## src/rtl/w5300_reg_seq_pkg.sv

```systemverilog
// Shared types for the W5300 register-access sequencer: bus operation
// encoding, sequencer states and the address step helper.
package w5300_reg_seq_pkg;

    typedef enum logic {
        ADDR_OP_RD = 1'b0,
        ADDR_OP_WR = 1'b1
    } addr_operation_e;

    typedef enum logic [1:0] {
        SEQ_WAIT_INIT = 2'd0,
        SEQ_IDLE      = 2'd1,
        SEQ_BURST     = 2'd2,
        SEQ_DRAIN     = 2'd3
    } seq_state_e;

    localparam logic [9:0] ADDR_STEP = 10'd2;

    // Word step with 10-bit wrap; bit0 is carried through untouched.
    function automatic logic [9:0] next_addr(input logic [9:0] addr, input logic inc);
        logic [8:0] step_s;
        step_s = ADDR_STEP[9:1];
        if (inc) begin
            next_addr = {addr[9:1] + step_s, addr[0]};
        end else begin
            next_addr = addr;
        end
    endfunction

endpackage

```

## src/rtl/w5300_reg_seq.sv

```systemverilog
// Burst register-access sequencer: turns read/write burst requests into one
// W5300 interface access per word, streaming write data in and read data out.
module w5300_reg_seq
    import w5300_reg_seq_pkg::*;
#(
    parameter logic [9:0] IDLE_ADDR = 10'h000,
    parameter int         MAX_LEN_W = 8
) (
    input  logic                 clk,
    input  logic                 rst_n,
    input  logic                 req_valid,
    output logic                 req_ready,
    input  logic                 req_op,
    input  logic [9:0]           req_addr,
    input  logic [MAX_LEN_W-1:0] req_len,
    input  logic                 req_inc,
    input  logic [15:0]          wr_data,
    input  logic                 wr_valid,
    output logic                 wr_ready,
    output logic [15:0]          rd_data,
    output logic                 rd_valid,
    output logic                 done,
    output logic                 busy,
    output logic [10:0]          ctrl_addr,
    output logic [15:0]          ctrl_wr_data,
    input  logic [15:0]          ctrl_rd_data,
    input  logic                 ctrl_op_state
);

    localparam logic [10:0]          IDLE_CMD = {ADDR_OP_RD, IDLE_ADDR};
    localparam logic [MAX_LEN_W-1:0] LEN_ONE  = {{(MAX_LEN_W-1){1'b0}}, 1'b1};

    seq_state_e           state_q, state_d;
    addr_operation_e      op_q, op_d;
    logic [9:0]           addr_q, addr_d;
    logic [MAX_LEN_W-1:0] remaining_q, remaining_d;
    logic                 inc_q, inc_d;
    logic                 inflight_q, inflight_d;
    logic                 inflight_rd_q, inflight_rd_d;
    logic [15:0]          cap_q, cap_d;
    logic                 req_ready_q, req_ready_d;
    logic [15:0]          rd_data_q, rd_data_d;
    logic                 rd_valid_q, rd_valid_d;
    logic                 done_q, done_d;
    logic                 busy_q, busy_d;
    logic [10:0]          ctrl_addr_q, ctrl_addr_d;
    logic [15:0]          ctrl_wr_data_q, ctrl_wr_data_d;

    // Next-state, beat issue, in-flight tracking and read capture.
    always_comb begin
        state_d        = state_q;
        op_d           = op_q;
        addr_d         = addr_q;
        remaining_d    = remaining_q;
        inc_d          = inc_q;
        inflight_d     = inflight_q;
        inflight_rd_d  = inflight_rd_q;
        cap_d          = cap_q;
        ctrl_addr_d    = ctrl_addr_q;
        ctrl_wr_data_d = ctrl_wr_data_q;
        rd_data_d      = rd_data_q;
        rd_valid_d     = 1'b0;
        done_d         = 1'b0;

        // A launch edge retires the previous access; the idle default is loaded unless a beat overrides it.
        if (ctrl_op_state) begin
            ctrl_addr_d   = IDLE_CMD;
            inflight_d    = 1'b0;
            inflight_rd_d = 1'b0;
            if (inflight_q && inflight_rd_q) begin
                rd_data_d  = cap_q;
                rd_valid_d = 1'b1;
            end else begin
                rd_data_d  = rd_data_q;
            end
        end else if (inflight_q && inflight_rd_q) begin
            cap_d = ctrl_rd_data;
        end else begin
            cap_d = cap_q;
        end

        case (state_q)
            SEQ_WAIT_INIT: begin
                if (ctrl_op_state) begin
                    state_d = SEQ_IDLE;
                end else begin
                    state_d = SEQ_WAIT_INIT;
                end
            end
            SEQ_IDLE: begin
                if (req_valid && req_ready_q) begin
                    op_d        = addr_operation_e'(req_op);
                    addr_d      = req_addr;
                    remaining_d = req_len;
                    inc_d       = req_inc;
                    if (req_len == {MAX_LEN_W{1'b0}}) begin
                        done_d  = 1'b1;
                        state_d = SEQ_IDLE;
                    end else begin
                        state_d = SEQ_BURST;
                    end
                end else begin
                    state_d = SEQ_IDLE;
                end
            end
            SEQ_BURST: begin
                // A write beat without data leaves the idle default in place (bubble).
                if (ctrl_op_state && ((op_q == ADDR_OP_RD) || wr_valid)) begin
                    ctrl_addr_d   = {op_q, addr_q};
                    inflight_d    = 1'b1;
                    inflight_rd_d = (op_q == ADDR_OP_RD);
                    addr_d        = next_addr(addr_q, inc_q);
                    remaining_d   = remaining_q - LEN_ONE;
                    if (op_q == ADDR_OP_WR) begin
                        ctrl_wr_data_d = wr_data;
                    end else begin
                        ctrl_wr_data_d = ctrl_wr_data_q;
                    end
                    if (remaining_q == LEN_ONE) begin
                        state_d = SEQ_DRAIN;
                    end else begin
                        state_d = SEQ_BURST;
                    end
                end else begin
                    state_d = SEQ_BURST;
                end
            end
            SEQ_DRAIN: begin
                if (ctrl_op_state) begin
                    done_d  = 1'b1;
                    state_d = SEQ_IDLE;
                end else begin
                    state_d = SEQ_DRAIN;
                end
            end
            default: begin
                state_d = SEQ_WAIT_INIT;
            end
        endcase

        req_ready_d = (state_d == SEQ_IDLE);
        busy_d      = (state_d == SEQ_BURST) || (state_d == SEQ_DRAIN);
    end

    // State and registered outputs.
    always_ff @(posedge clk or negedge rst_n) begin
        if (!rst_n) begin
            state_q        <= SEQ_WAIT_INIT;
            op_q           <= ADDR_OP_RD;
            addr_q         <= 10'h000;
            remaining_q    <= {MAX_LEN_W{1'b0}};
            inc_q          <= 1'b0;
            inflight_q     <= 1'b0;
            inflight_rd_q  <= 1'b0;
            cap_q          <= 16'h0000;
            req_ready_q    <= 1'b0;
            rd_data_q      <= 16'h0000;
            rd_valid_q     <= 1'b0;
            done_q         <= 1'b0;
            busy_q         <= 1'b0;
            ctrl_addr_q    <= IDLE_CMD;
            ctrl_wr_data_q <= 16'h0000;
        end else begin
            state_q        <= state_d;
            op_q           <= op_d;
            addr_q         <= addr_d;
            remaining_q    <= remaining_d;
            inc_q          <= inc_d;
            inflight_q     <= inflight_d;
            inflight_rd_q  <= inflight_rd_d;
            cap_q          <= cap_d;
            req_ready_q    <= req_ready_d;
            rd_data_q      <= rd_data_d;
            rd_valid_q     <= rd_valid_d;
            done_q         <= done_d;
            busy_q         <= busy_d;
            ctrl_addr_q    <= ctrl_addr_d;
            ctrl_wr_data_q <= ctrl_wr_data_d;
        end
    end

    // Write consumption must coincide with the launch edge, so it cannot be delayed a cycle.
    assign wr_ready = (state_q == SEQ_BURST) && (op_q == ADDR_OP_WR) && ctrl_op_state &&
                      (remaining_q != {MAX_LEN_W{1'b0}});

    assign req_ready    = req_ready_q;
    assign rd_data      = rd_data_q;
    assign rd_valid     = rd_valid_q;
    assign done         = done_q;
    assign busy         = busy_q;
    assign ctrl_addr    = ctrl_addr_q;
    assign ctrl_wr_data = ctrl_wr_data_q;

endmodule

```

## config.mk

```make
export PLATFORM = sky130hd
export DESIGN_NAME = w5300_reg_seq
export DESIGN_NICKNAME = d
export VERILOG_FILES = /design/src/rtl/w5300_reg_seq_pkg.sv /design/src/rtl/w5300_reg_seq.sv
export SDC_FILE = /design/constraint.sdc
export NUM_CORES = 1
export LEC_CHECK = 0
export BUFFER_PORTS_ARGS = -buffer_cell sky130_fd_sc_hd__buf_2
export CAP_MARGIN = 15
export CELL_PAD_IN_SITES_DETAIL_PLACEMENT = 0
export CELL_PAD_IN_SITES_GLOBAL_PLACEMENT = 1
export CORE_ASPECT_RATIO = 1.2
export CORE_MARGIN = 1.5
export CORE_UTILIZATION = 37
export DETAILED_ROUTE_END_ITERATION = 16
export GPL_TIMING_DRIVEN = 0
export PLACE_DENSITY_LB_ADDON = 0.1
export SYNTH_ARGS = -nofsm -noshare
export SYNTH_HDL_FRONTEND = slang
export SYNTH_SLANG_ARGS = --single-unit
```

## constraint.sdc

```tcl
create_clock -name clk -period 1.4 [get_ports clk]
set_input_delay 0 -clock clk [delete_from_list [all_inputs] [get_ports clk]]
set_output_delay 0 -clock clk [all_outputs]
set_load 0.03 [all_outputs]
```

==> out/qor.yml <==
status: "finished with violations"
violations: "setup timing"
syn_inst: 302
synthTopCellsByCount: "87 x dfrtp_1, 44 x mux2_2, 22 x o21ai_0, 19 x nand2_1, 13 x a21oi_1"
cts_root_buf: "clkbuf_16"
synth_area_sq_um: 3750
wl_microns: 9760
dr.pass1.iters: 4
wl_met2_microns: 4900
worstPathCellList: "nor2b_4, buf_6, buf_8, nand3_2, or4_1, nand3_1"
max_cap_viol_count: 0
power.total_mw: 10.5
rsz0062_at_grt: "true"
synth_most_common_cell: "dfrtp_1"
initial_core_util_pct: 37.7
gp_congestion: 0.792
cp-end-kind: "flop"
p_per_area_nw_per_um2: 1810
criticalPathCategory: "flop to flop"
overflow: 0
nets: 547
diodes: 0
period_needed_ns: 1.51
drive_gt1_share_pct: 52.8
yosys-top-cells-area: "dfrtp_1 58%, mux2_2 13%, o21ai_0 2.9%"
skew_ns: 0.00456
worstPathMaxFanout: 5
n_fill_cell: 874
ys_async_sr_fraction_pct: 100
layout_setup_ws_ns: -0.108
numPortBuffers: 104
synth_top_area_share_pct: 58.0
die-area_sq_um: 10800
yosysUniqueCellTypes: 43
ys_seq_area_share_pct: 58.0
combPwrFrac_pct: 36.2
synth.ff_latch_count: 87
cts_tree: "done"
period_share_pct: 108
setup_tns_ns: -1.56
drt-met1-wl_microns: 4260
setup_viol: 33
chipWidth_microns: 94.9
clk_pin_slew_ns: 0.06
clockBufferDepth: 2
max_freq_mhz: 663
slew_viol_final: 0
vias: 3093
stdcell_count: 618
syn_avg_cell_area_sq_um: 12.4
synth_edf_count: 0
wire_per_inst_microns: 15.8
clockPowerShare_pct: 26.6
p_int_mw: 6.92
tightest_slew_ns: 0.490
required_ns: 1.67
ir_drop_mv: 0.879
drc: 0
slew_headroom_pct: 67.3
clock_sinks: 87
synth_area_leader_cell: "dfrtp_1"
hp-class: "input port to flop"
hold_viol: 0
dr.max_layer_used: "met4"
start_kind: "flop"
die-height_microns: 113
critical-path-slowest-cell: "or4_1"
leakage_nw: 2.89
coreArea_sq_um: 9960
crit_arrival_ns: 1.78
grt_pass1_wl_microns: 15700
whs_ns: 0.0123
ant_nets: 0
clk_latency_ns: 0.33
viasPerCell: 5.00
io_pins: 105
num_rows: 40
synthFlopType: "dfrtp_1"
grt_max_degree: 55
ctsHtreeMaxLevel: 3
cpPeakStageDelay_ns: 0.47
syn_nets: 362
switchingPower_mw: 3.60
dp_hpwl_microns: 6440
synth_warnings: 0
track_usage_pct: 19.3
dp.cells: 533
swShare_pct: 34.3
area_growth_pct: 55.1
antenna_found_initial: 0
drt-initial-drc-count: 77
routed-wl-met3_microns: 501
grt_pass1_vias: 3165
power_frac_seq_pct: 37.2
utilization_pct: 58.5
numCtsBuffers: 9
-- metrics by stage --
| step | cell area [sq um] | setup WS, ns |
|---|---|---|
| 2_1_floorplan | 3820 | -0.0934 |
| 6_report | 5820 | -0.108 |
| 4_1_cts | 5710 | -0.161 |
| 3_3_place_gp | 4490 | -0.637 |
| 3_5_place_dp | 4520 | -0.369 |
| 5_1_grt | 5820 | -0.197 |
-- what timing repair did --
item,CTS,global route
buffers inserted,18,4
pin swaps,5,8
endpoints found under the hold margin,82,0
gates cloned,2,0
hold buffers,50,0
endpoints found under the setup margin,57,62
resized for setup,63,31
-- registers in the layout (all words and copies together) (netlist names), 2 cells and up --
register and count:
ctrl_addr 11, rd_data 16, ctrl_wr_data 16, remaining_q 8, state_q 2, cap_q 16
addr_q 10
-- worst paths after layout --
kind,slack (ns),from,endpoint,cells past startpoint
setup / recovery,-0.11,state_q[0],addr_q[9],6
hold / removal,0.01,req_addr[8],addr_q[8],3
setup reg to reg,-0.11,state_q[0],addr_q[9],6
hold reg to reg,0.49,addr_q[0],addr_q[0],2
max in group asynchronous,0.59,rst_n,remaining_q[2],3
min in group asynchronous,0.17,rst_n,rd_data[1],2
-- placed cells by master (no fill, tap or decap), types with 6 or more instances in the layout --
cell type / instances
nand2_1: 18
dfrtp_2: 7
mux2_2: 44
a21oi_1: 8
buf_2: 103
clkbuf_16: 9
buf_4: 19
dlygate4sd3_1: 50
o21ai_0: 7
buf_6: 11
dfrtp_1: 80
a22o_1: 12
nor2_1: 9
o21ai_2: 9
o21ai_1: 6
-- per-layer routing --
metal	global-route usage (%)	up-vias
met4	5.77	0
met3	4.97	8
met5	0	-
met1	24.7	1513
li1	-	1488
met2	32.0	84
-- worst max-delay path, delay by kind of cell, from the launching register on --
kind | cells | cell delay (ns)
simple gates | 4 | 0.77
flops | 1 | 0.44
buf+inv | 2 | 0.22
-- area by class of cell --
cell class	instances	area (sq um)	area share (%)
buffer	13	134	2.30
clock inverter	5	104	1.78
sequential	87	2190	37.5
tap	126	158	2.71
timing repair buffer	179	1270	21.8
multi-input combinational	192	1700	29.2
inverter	5	18.8	0.322
clock buffer	11	253	4.34
-- kinds of logic after synthesis --
logic type / synth area share (%)
flip-flops: 58.0
AO/OA/AOI/OAI: 13.2
AND/OR/NAND/NOR: 10.1
multiplexers: 14.7
buffers and inverters: 3.07
adder cells (fa/ha/maj): 1.00
-- power groups by stage --
stage / Combinational [mW] / Sequential [mW] / Clock [mW]
floorplan: 1.59 / 4.23 / 0
global placement: 2.87 / 3.82 / 0
detailed placement: 2.91 / 3.85 / 0
global route: 4.15 / 4.04 / 3.00
CTS: 3.70 / 3.82 / 2.87
finish: 3.81 / 3.92 / 2.80
Power figures use the tool's default switching activity.
